==> src/rtl/pipelined_addsub.sv <==
// rtl/pipelined_addsub.sv - pipelined ripple-carry adder/subtractor with valid/ready handshake
// Each stage adds one CHUNK-wide slice; operands and partial sums travel forward with their carry.
module pipelined_addsub #(
  parameter int WIDTH  = 32,
  parameter int STAGES = 4
) (
  input  logic             clk,
  input  logic             rst_n,
  input  logic             in_valid,
  output logic             in_ready,
  input  logic [WIDTH-1:0] a,
  input  logic [WIDTH-1:0] b,
  input  logic             cin,
  input  logic             sub,
  output logic             out_valid,
  input  logic             out_ready,
  output logic [WIDTH-1:0] sum,
  output logic             cout,
  output logic             ovf
);

  localparam int CHUNK = WIDTH / STAGES;

  generate
    if (WIDTH < 2 || STAGES < 1 || (WIDTH % STAGES) != 0) begin : g_bad_params
      $error("pipelined_addsub: WIDTH must be >= 2 and divisible by STAGES");
    end
  endgenerate

  logic              advance;

  logic [WIDTH-1:0]  a_q [STAGES];
  logic [WIDTH-1:0]  b_q [STAGES];
  logic [WIDTH-1:0]  s_q [STAGES];
  logic [STAGES-1:0] c_q;
  logic [STAGES-1:0] v_q;
  logic              ovf_q;

  logic [WIDTH-1:0]  a_x [STAGES];
  logic [WIDTH-1:0]  b_x [STAGES];
  logic [WIDTH-1:0]  s_x [STAGES];
  logic [STAGES-1:0] c_x;
  logic [STAGES-1:0] v_x;

  logic [WIDTH-1:0]  s_d [STAGES];
  logic [STAGES-1:0] c_d;
  logic              ovf_d;
  logic [CHUNK:0]    part;

  assign advance   = out_ready | ~out_valid;
  assign in_ready  = advance;
  assign out_valid = v_q[STAGES-1];
  assign sum       = s_q[STAGES-1];
  assign cout      = c_q[STAGES-1];
  assign ovf       = ovf_q;

  // Stage k's inputs: the conditioned operands for stage 0, else the previous stage register.
  always_comb begin
    c_x     = '0;
    v_x     = '0;
    a_x[0]  = a;
    b_x[0]  = b ^ {WIDTH{sub}};
    s_x[0]  = '0;
    c_x[0]  = cin ^ sub;
    v_x[0]  = in_valid & in_ready;
    for (int k = 1; k < STAGES; k++) begin
      a_x[k] = a_q[k-1];
      b_x[k] = b_q[k-1];
      s_x[k] = s_q[k-1];
      c_x[k] = c_q[k-1];
      v_x[k] = v_q[k-1];
    end
  end

  always_comb begin
    part = '0;
    c_d  = '0;
    for (int k = 0; k < STAGES; k++) begin
      part = {1'b0, a_x[k][k*CHUNK +: CHUNK]} + {1'b0, b_x[k][k*CHUNK +: CHUNK]}
           + {{CHUNK{1'b0}}, c_x[k]};
      s_d[k] = s_x[k];
      s_d[k][k*CHUNK +: CHUNK] = part[CHUNK-1:0];
      c_d[k] = part[CHUNK];
    end
    // Sign-rule overflow: equivalent to carry into the MSB xor carry out.
    ovf_d = (a_x[STAGES-1][WIDTH-1] == b_x[STAGES-1][WIDTH-1]) &&
            (s_d[STAGES-1][WIDTH-1] != a_x[STAGES-1][WIDTH-1]);
  end

  always_ff @(posedge clk or negedge rst_n) begin
    if (!rst_n) begin
      for (int k = 0; k < STAGES; k++) begin
        a_q[k] <= '0;
        b_q[k] <= '0;
        s_q[k] <= '0;
      end
      c_q   <= '0;
      v_q   <= '0;
      ovf_q <= 1'b0;
    end else if (advance) begin
      for (int k = 0; k < STAGES; k++) begin
        a_q[k] <= a_x[k];
        b_q[k] <= b_x[k];
        s_q[k] <= s_d[k];
      end
      c_q   <= c_d;
      v_q   <= v_x;
      ovf_q <= ovf_d;
    end
  end

endmodule

==> config.mk <==
export PLATFORM = sky130hd
export DESIGN_NAME = pipelined_addsub
export DESIGN_NICKNAME = d
export VERILOG_FILES = /design/src/rtl/pipelined_addsub.sv
export SDC_FILE = /design/constraint.sdc
export NUM_CORES = 1
export LEC_CHECK = 0
export ABC_AREA = 1
export BUFFER_PORTS_ARGS = -buffer_cell sky130_fd_sc_hd__buf_2
export CORE_UTILIZATION = 60
export DETAILED_ROUTE_END_ITERATION = 6
export PLACE_DENSITY = 0.89
export SLEW_MARGIN = 20
export SYNTH_ARGS = -nofsm -noshare
export SYNTH_HDL_FRONTEND = slang
export SYNTH_SLANG_ARGS = --single-unit
==> constraint.sdc <==
create_clock -name clk -period 3.25 [get_ports clk]
set_input_delay 0.975 -clock clk [delete_from_list [all_inputs] [get_ports clk]]
set_output_delay 0.975 -clock clk [all_outputs]
set_load 0.05 [all_outputs]
==> impl_metrics.xml <==
<?xml version="1.0" encoding="UTF-8"?>
<metrics>
  <group name="yosys">
    <metric name="synth_top_family_by_area" unit="">simple AND/OR/NAND/NOR gates</metric>
    <metric name="synth_enable_flop_cells" unit="">0</metric>
    <metric name="synth.top_cell.area_share" unit="">0.539</metric>
    <metric name="postSynth.topFlopCell" unit="">sky130_fd_sc_hd__dfrtp_1</metric>
    <metric name="count_of_yosys_warnings_during_synthesis" unit="">0</metric>
    <metric name="yosysMostFrequentCell" unit="">sky130_fd_sc_hd__nand2_1</metric>
    <metric name="synth-adder-area-share" unit="">0.0595</metric>
    <metric name="post_synth_mux_area_share" unit="">0</metric>
    <metric name="synthArstFlopShare" unit="">1.00</metric>
    <metric name="synth_xor_xnor_area_share" unit="">0.0388</metric>
    <metric name="ys_types" unit="">25</metric>
    <metric name="synth.top_cells.by_count" unit="">sky130_fd_sc_hd__nand2_1 (396), sky130_fd_sc_hd__dfrtp_1 (185), sky130_fd_sc_hd__o21ai_0 (114)</metric>
    <metric name="synth_simple_gate_area_share" unit="">0.210</metric>
    <metric name="synth_nets" unit="">1106</metric>
    <metric name="synthesis.instances" unit="">1000</metric>
    <metric name="synth-compound-area-share" unit="">0.0848</metric>
    <metric name="yosys_register_bits" unit="">185</metric>
    <metric name="postSynthAreaPerCell" unit="sq um">8.58</metric>
    <metric name="mappedNetlistArea" unit="sq um">8580</metric>
    <metric name="synthTopCellsByArea" unit="">sky130_fd_sc_hd__dfrtp_1 (54%), sky130_fd_sc_hd__nand2_1 (17%), sky130_fd_sc_hd__o21ai_0 (6.6%), sky130_fd_sc_hd__inv_1 (4.2%), sky130_fd_sc_hd__ha_1 (4.1%)</metric>
    <metric name="synth_top_area_cell" unit="">sky130_fd_sc_hd__dfrtp_1</metric>
    <metric name="synth_seq_area_share" unit="">0.539</metric>
  </group>
  <group name="clock_tree">
    <metric name="htree_num_levels" unit="">4</metric>
    <metric name="ctsRootBufferMaster" unit="">sky130_fd_sc_hd__clkbuf_16</metric>
    <metric name="cts_resized" unit="">0</metric>
    <metric name="postCtsSetupBuffers" unit="">0</metric>
    <metric name="tritoncts" unit="">done</metric>
    <metric name="clkLatencyLatePin" unit="ns">0.43</metric>
    <metric name="bufs_on_longest_clock_path" unit="">2</metric>
    <metric name="postCtsHoldBufs" unit="">0</metric>
    <metric name="cts-buffers-inserted" unit="">17</metric>
    <metric name="clk_transition_reported_paths" unit="ns">0.06</metric>
    <metric name="total_number_of_clock_tree_sinks" unit="">185</metric>
  </group>
  <group name="setup_path">
    <metric name="worstReg2RegStart" unit="">a_q[80]</metric>
    <metric name="critical_path.top_delay_family" unit="">buffers and inverters</metric>
    <metric name="critical_path.max_stage_delay" unit="ns">0.23</metric>
    <metric name="critical_path_peak_fanout" unit="">2</metric>
    <metric name="critical_path_class" unit="">input pin to output pin</metric>
    <metric name="cp-start-kind" unit="">input pin</metric>
    <metric name="worst-r2r-setup-slack" unit="ns">1.27</metric>
    <metric name="critPathArrivalTime" unit="ns">1.56</metric>
    <metric name="critical_path.most_common_cell" unit="">sky130_fd_sc_hd__buf_2</metric>
    <metric name="cp_num_buf_inv" unit="">3</metric>
    <metric name="critPathCapture" unit="">in_ready</metric>
    <metric name="r2r.worst_path.cells" unit="">6</metric>
    <metric name="timing.critical_path.cells" unit="">buf_2, nor2_4, inv_4, buf_2</metric>
    <metric name="critical_path_cell_count" unit="">4</metric>
    <metric name="endpoint_kind" unit="">output pin</metric>
    <metric name="worst_ep_required_time" unit="ns">2.27</metric>
    <metric name="critical_path.slowest_cell" unit="">sky130_fd_sc_hd__buf_2</metric>
    <metric name="critical_path.startpoint" unit="">out_ready</metric>
    <metric name="regToRegEndpoint" unit="">s_d[20]</metric>
  </group>
  <group name="power_and_ir_drop">
    <metric name="p_int" unit="W">0.00594</metric>
    <metric name="worst_ir_drop_vdd" unit="mV">0.621</metric>
    <metric name="power_density_over_the_cells" unit="nW/um^2">1050</metric>
    <metric name="power.clock.fraction" unit="">0.207</metric>
    <metric name="fin_total_pwr" unit="W">0.0103</metric>
    <metric name="netSwitchingFraction" unit="">0.422</metric>
    <metric name="power_frac_seq" unit="">0.379</metric>
    <metric name="total_leakage_power" unit="nW">5.17</metric>
    <metric name="power.share.combinational" unit="">0.414</metric>
    <metric name="power.net_switching" unit="W">0.00433</metric>
  </group>
  <group name="timing">
    <metric name="grt_setup_unrepaired" unit="">no</metric>
    <metric name="worst_pin_slew" unit="ns">0.821</metric>
    <metric name="final_period_minus_worst_setup_slack" unit="ns">2.53</metric>
    <metric name="slew_viol_final" unit="">0</metric>
    <metric name="setup_viol" unit="">0</metric>
    <metric name="max_clk_rate" unit="GHz">0.395</metric>
    <metric name="fin_worst_skew" unit="ns">0.00741</metric>
    <metric name="finalHoldViolations" unit="">0</metric>
    <metric name="maxSlewHeadroom" unit="">0.453</metric>
    <metric name="timing.setup.tns" unit="ns">0</metric>
    <metric name="finalCritPeriodShare" unit="">0.779</metric>
  </group>
  <group name="run">
    <metric name="max_cap_viol_count" unit="">0</metric>
  </group>
  <group name="global_routing">
    <metric name="layer_with_the_highest_usage" unit="">met2</metric>
    <metric name="grt_util_met3" unit="">0.0417</metric>
    <metric name="gr-usage-all-layers" unit="">0.255</metric>
    <metric name="gr-usage-met2" unit="">0.402</metric>
    <metric name="grt_pass1_wl" unit="microns">29400</metric>
    <metric name="maximum_number_of_pins_on_one_net_before_global_route_repair" unit="">217</metric>
    <metric name="via_count_of_the_first_global_routing_pass" unit="">6395</metric>
    <metric name="grt_use_met1" unit="">0.354</metric>
    <metric name="grt.overflow.total" unit="">0</metric>
    <metric name="antenna_violations_before_repair" unit="">0</metric>
  </group>
  <group name="route">
    <metric name="ant_nets" unit="">0</metric>
    <metric name="drt_iter0_markers" unit="">537</metric>
    <metric name="route.final.wire_length" unit="microns">17200</metric>
    <metric name="detail_route.wl_per_cell" unit="microns">13.4</metric>
    <metric name="route.vias.total" unit="">6657</metric>
    <metric name="vias_per_cell" unit="">5.21</metric>
    <metric name="drt_first_pass_iters" unit="">5</metric>
    <metric name="drc" unit="">0</metric>
  </group>
  <group name="placed_design">
    <metric name="gp_routability_congestion" unit="">0.848</metric>
    <metric name="placedCellCount" unit="">1248</metric>
    <metric name="portBuffers" unit="">105</metric>
    <metric name="place_hpwl" unit="microns">11100</metric>
  </group>
  <group name="finish">
    <metric name="utilization" unit="">0.705</metric>
    <metric name="regArea" unit="sq um">4630</metric>
    <metric name="final_cells" unit="">1278</metric>
    <metric name="relative_area_change_from_synthesis_to_final_layout" unit="%">14.5</metric>
    <metric name="fillers" unit="">1035</metric>
    <metric name="multi_input_gate_area_in_the_final_layout" unit="sq um">3370</metric>
    <metric name="drive_gt1_frac" unit="">0.132</metric>
    <metric name="layout.nets" unit="">1193</metric>
    <metric name="n_antenna_cell" unit="">0</metric>
  </group>
  <group name="floorplanning">
    <metric name="boundary_pin_count" unit="">106</metric>
    <metric name="die_x" unit="microns">122</metric>
    <metric name="die_area" unit="sq um">14800</metric>
    <metric name="rows" unit="">43</metric>
    <metric name="core" unit="sq um">13900</metric>
    <metric name="die_ht" unit="microns">122</metric>
    <metric name="initial_core_util" unit="">0.616</metric>
  </group>
  <group name="outcome">
    <metric name="outcome" unit="">complete, no violations</metric>
  </group>
  <group name="min_path">
    <metric name="hp-class" unit="">flop to flop</metric>
  </group>
</metrics>
==> per-stage QoR <==
| step | hold slack, ns | cell area (sq um) | setup WS, ns |
|---|---|---|---|
| 2_1_floorplan | 0.440 | 8580 | 0.622 |
| 3_3_place_gp | 0.448 | 9220 | 0.572 |
| 3_5_place_dp | 0.453 | 9220 | 0.511 |
| 4_1_cts | 0.466 | 9830 | 0.708 |
| 5_1_grt | 0.488 | 9830 | 0.689 |
| 6_report | 0.463 | 9830 | 0.719 |
==> logic make-up (layout without fill, tap and decap cells) <==
group,Yosys count,count (layout)
adders and majority gates,36,36
buffers and inverters,139,237
AOI/OAI and AO/OA,143,143
DFF,185,185
xor gates and xnor gates,38,38
and+or+nand+nor,459,459
==> worst min-delay path by stage <==
stage / start / endpoint / slack, ns / cells after the start
floorplan: v_q[2] / v_q[3] / 0.44 / 1
global placement: b_q[116] / b_q[84] / 0.45 / 2
detailed placement: b_q[113] / b_q[81] / 0.45 / 2
CTS: s_d[70] / s_d[38] / 0.47 / 2
global route: s_d[70] / s_d[38] / 0.49 / 2
finish: v_q[2] / v_q[3] / 0.46 / 1
==> state kept, by name, summed over array words and instances (netlist names) <==
register  count
c_q           4
sum          32
b_q          48
a_q          48
v_q           4
ovf           1
s_d          48
==> power by group through the flow <==
stage	registers (W)	clock network [W]	logic, W
5_1_grt	0.00399	0.00224	0.00483
3_3_place_gp	0.00386	0	0.00402
4_1_cts	0.00388	0.00215	0.00427
2_1_floorplan	0.00451	0	0.00254
6_report	0.00389	0.00213	0.00426
3_5_place_dp	0.00391	0	0.00417
==> layout by cell type (no fill, tap or decap), drive strengths merged <==
cell type / Yosys / final
bufinv: 0 / 3
nor2: 15 / 15
nand2: 396 / 396
a211oi: 1 / 1
dfrtp: 185 / 185
ha: 28 / 28
inv: 96 / 98
or2: 3 / 3
clkinv: 0 / 2
a21oi: 18 / 18
o21a: 3 / 3
xor2: 10 / 10
clkinvlp: 0 / 2
clkbuf: 13 / 21
o21ai: 120 / 120
nand4: 6 / 6
xnor2: 28 / 28
o21bai: 1 / 1
nand3: 39 / 39
fa: 8 / 8
buf: 30 / 111
==> layout make-up <==
type                            instances  share of cell area
Sequential cell                       185               0.471
Tap cell                              180              0.0229
Clock inverter                          9              0.0143
Clock buffer                           21              0.0479
Timing Repair Buffer                  111              0.0638
Multi-Input combinational cell        676               0.343
Inverter                               96              0.0369
==> metal layers <==
| metal | routed length [microns] | up-vias |
|---|---|---|
| li1 | - | 3300 |
| met1 | 7860 | 3142 |
| met2 | 8190 | 181 |
| met3 | 718 | 34 |
| met4 | 416 | 0 |
| met5 | 0 | - |
No activity file was read; power rests on OpenSTA's default activity.
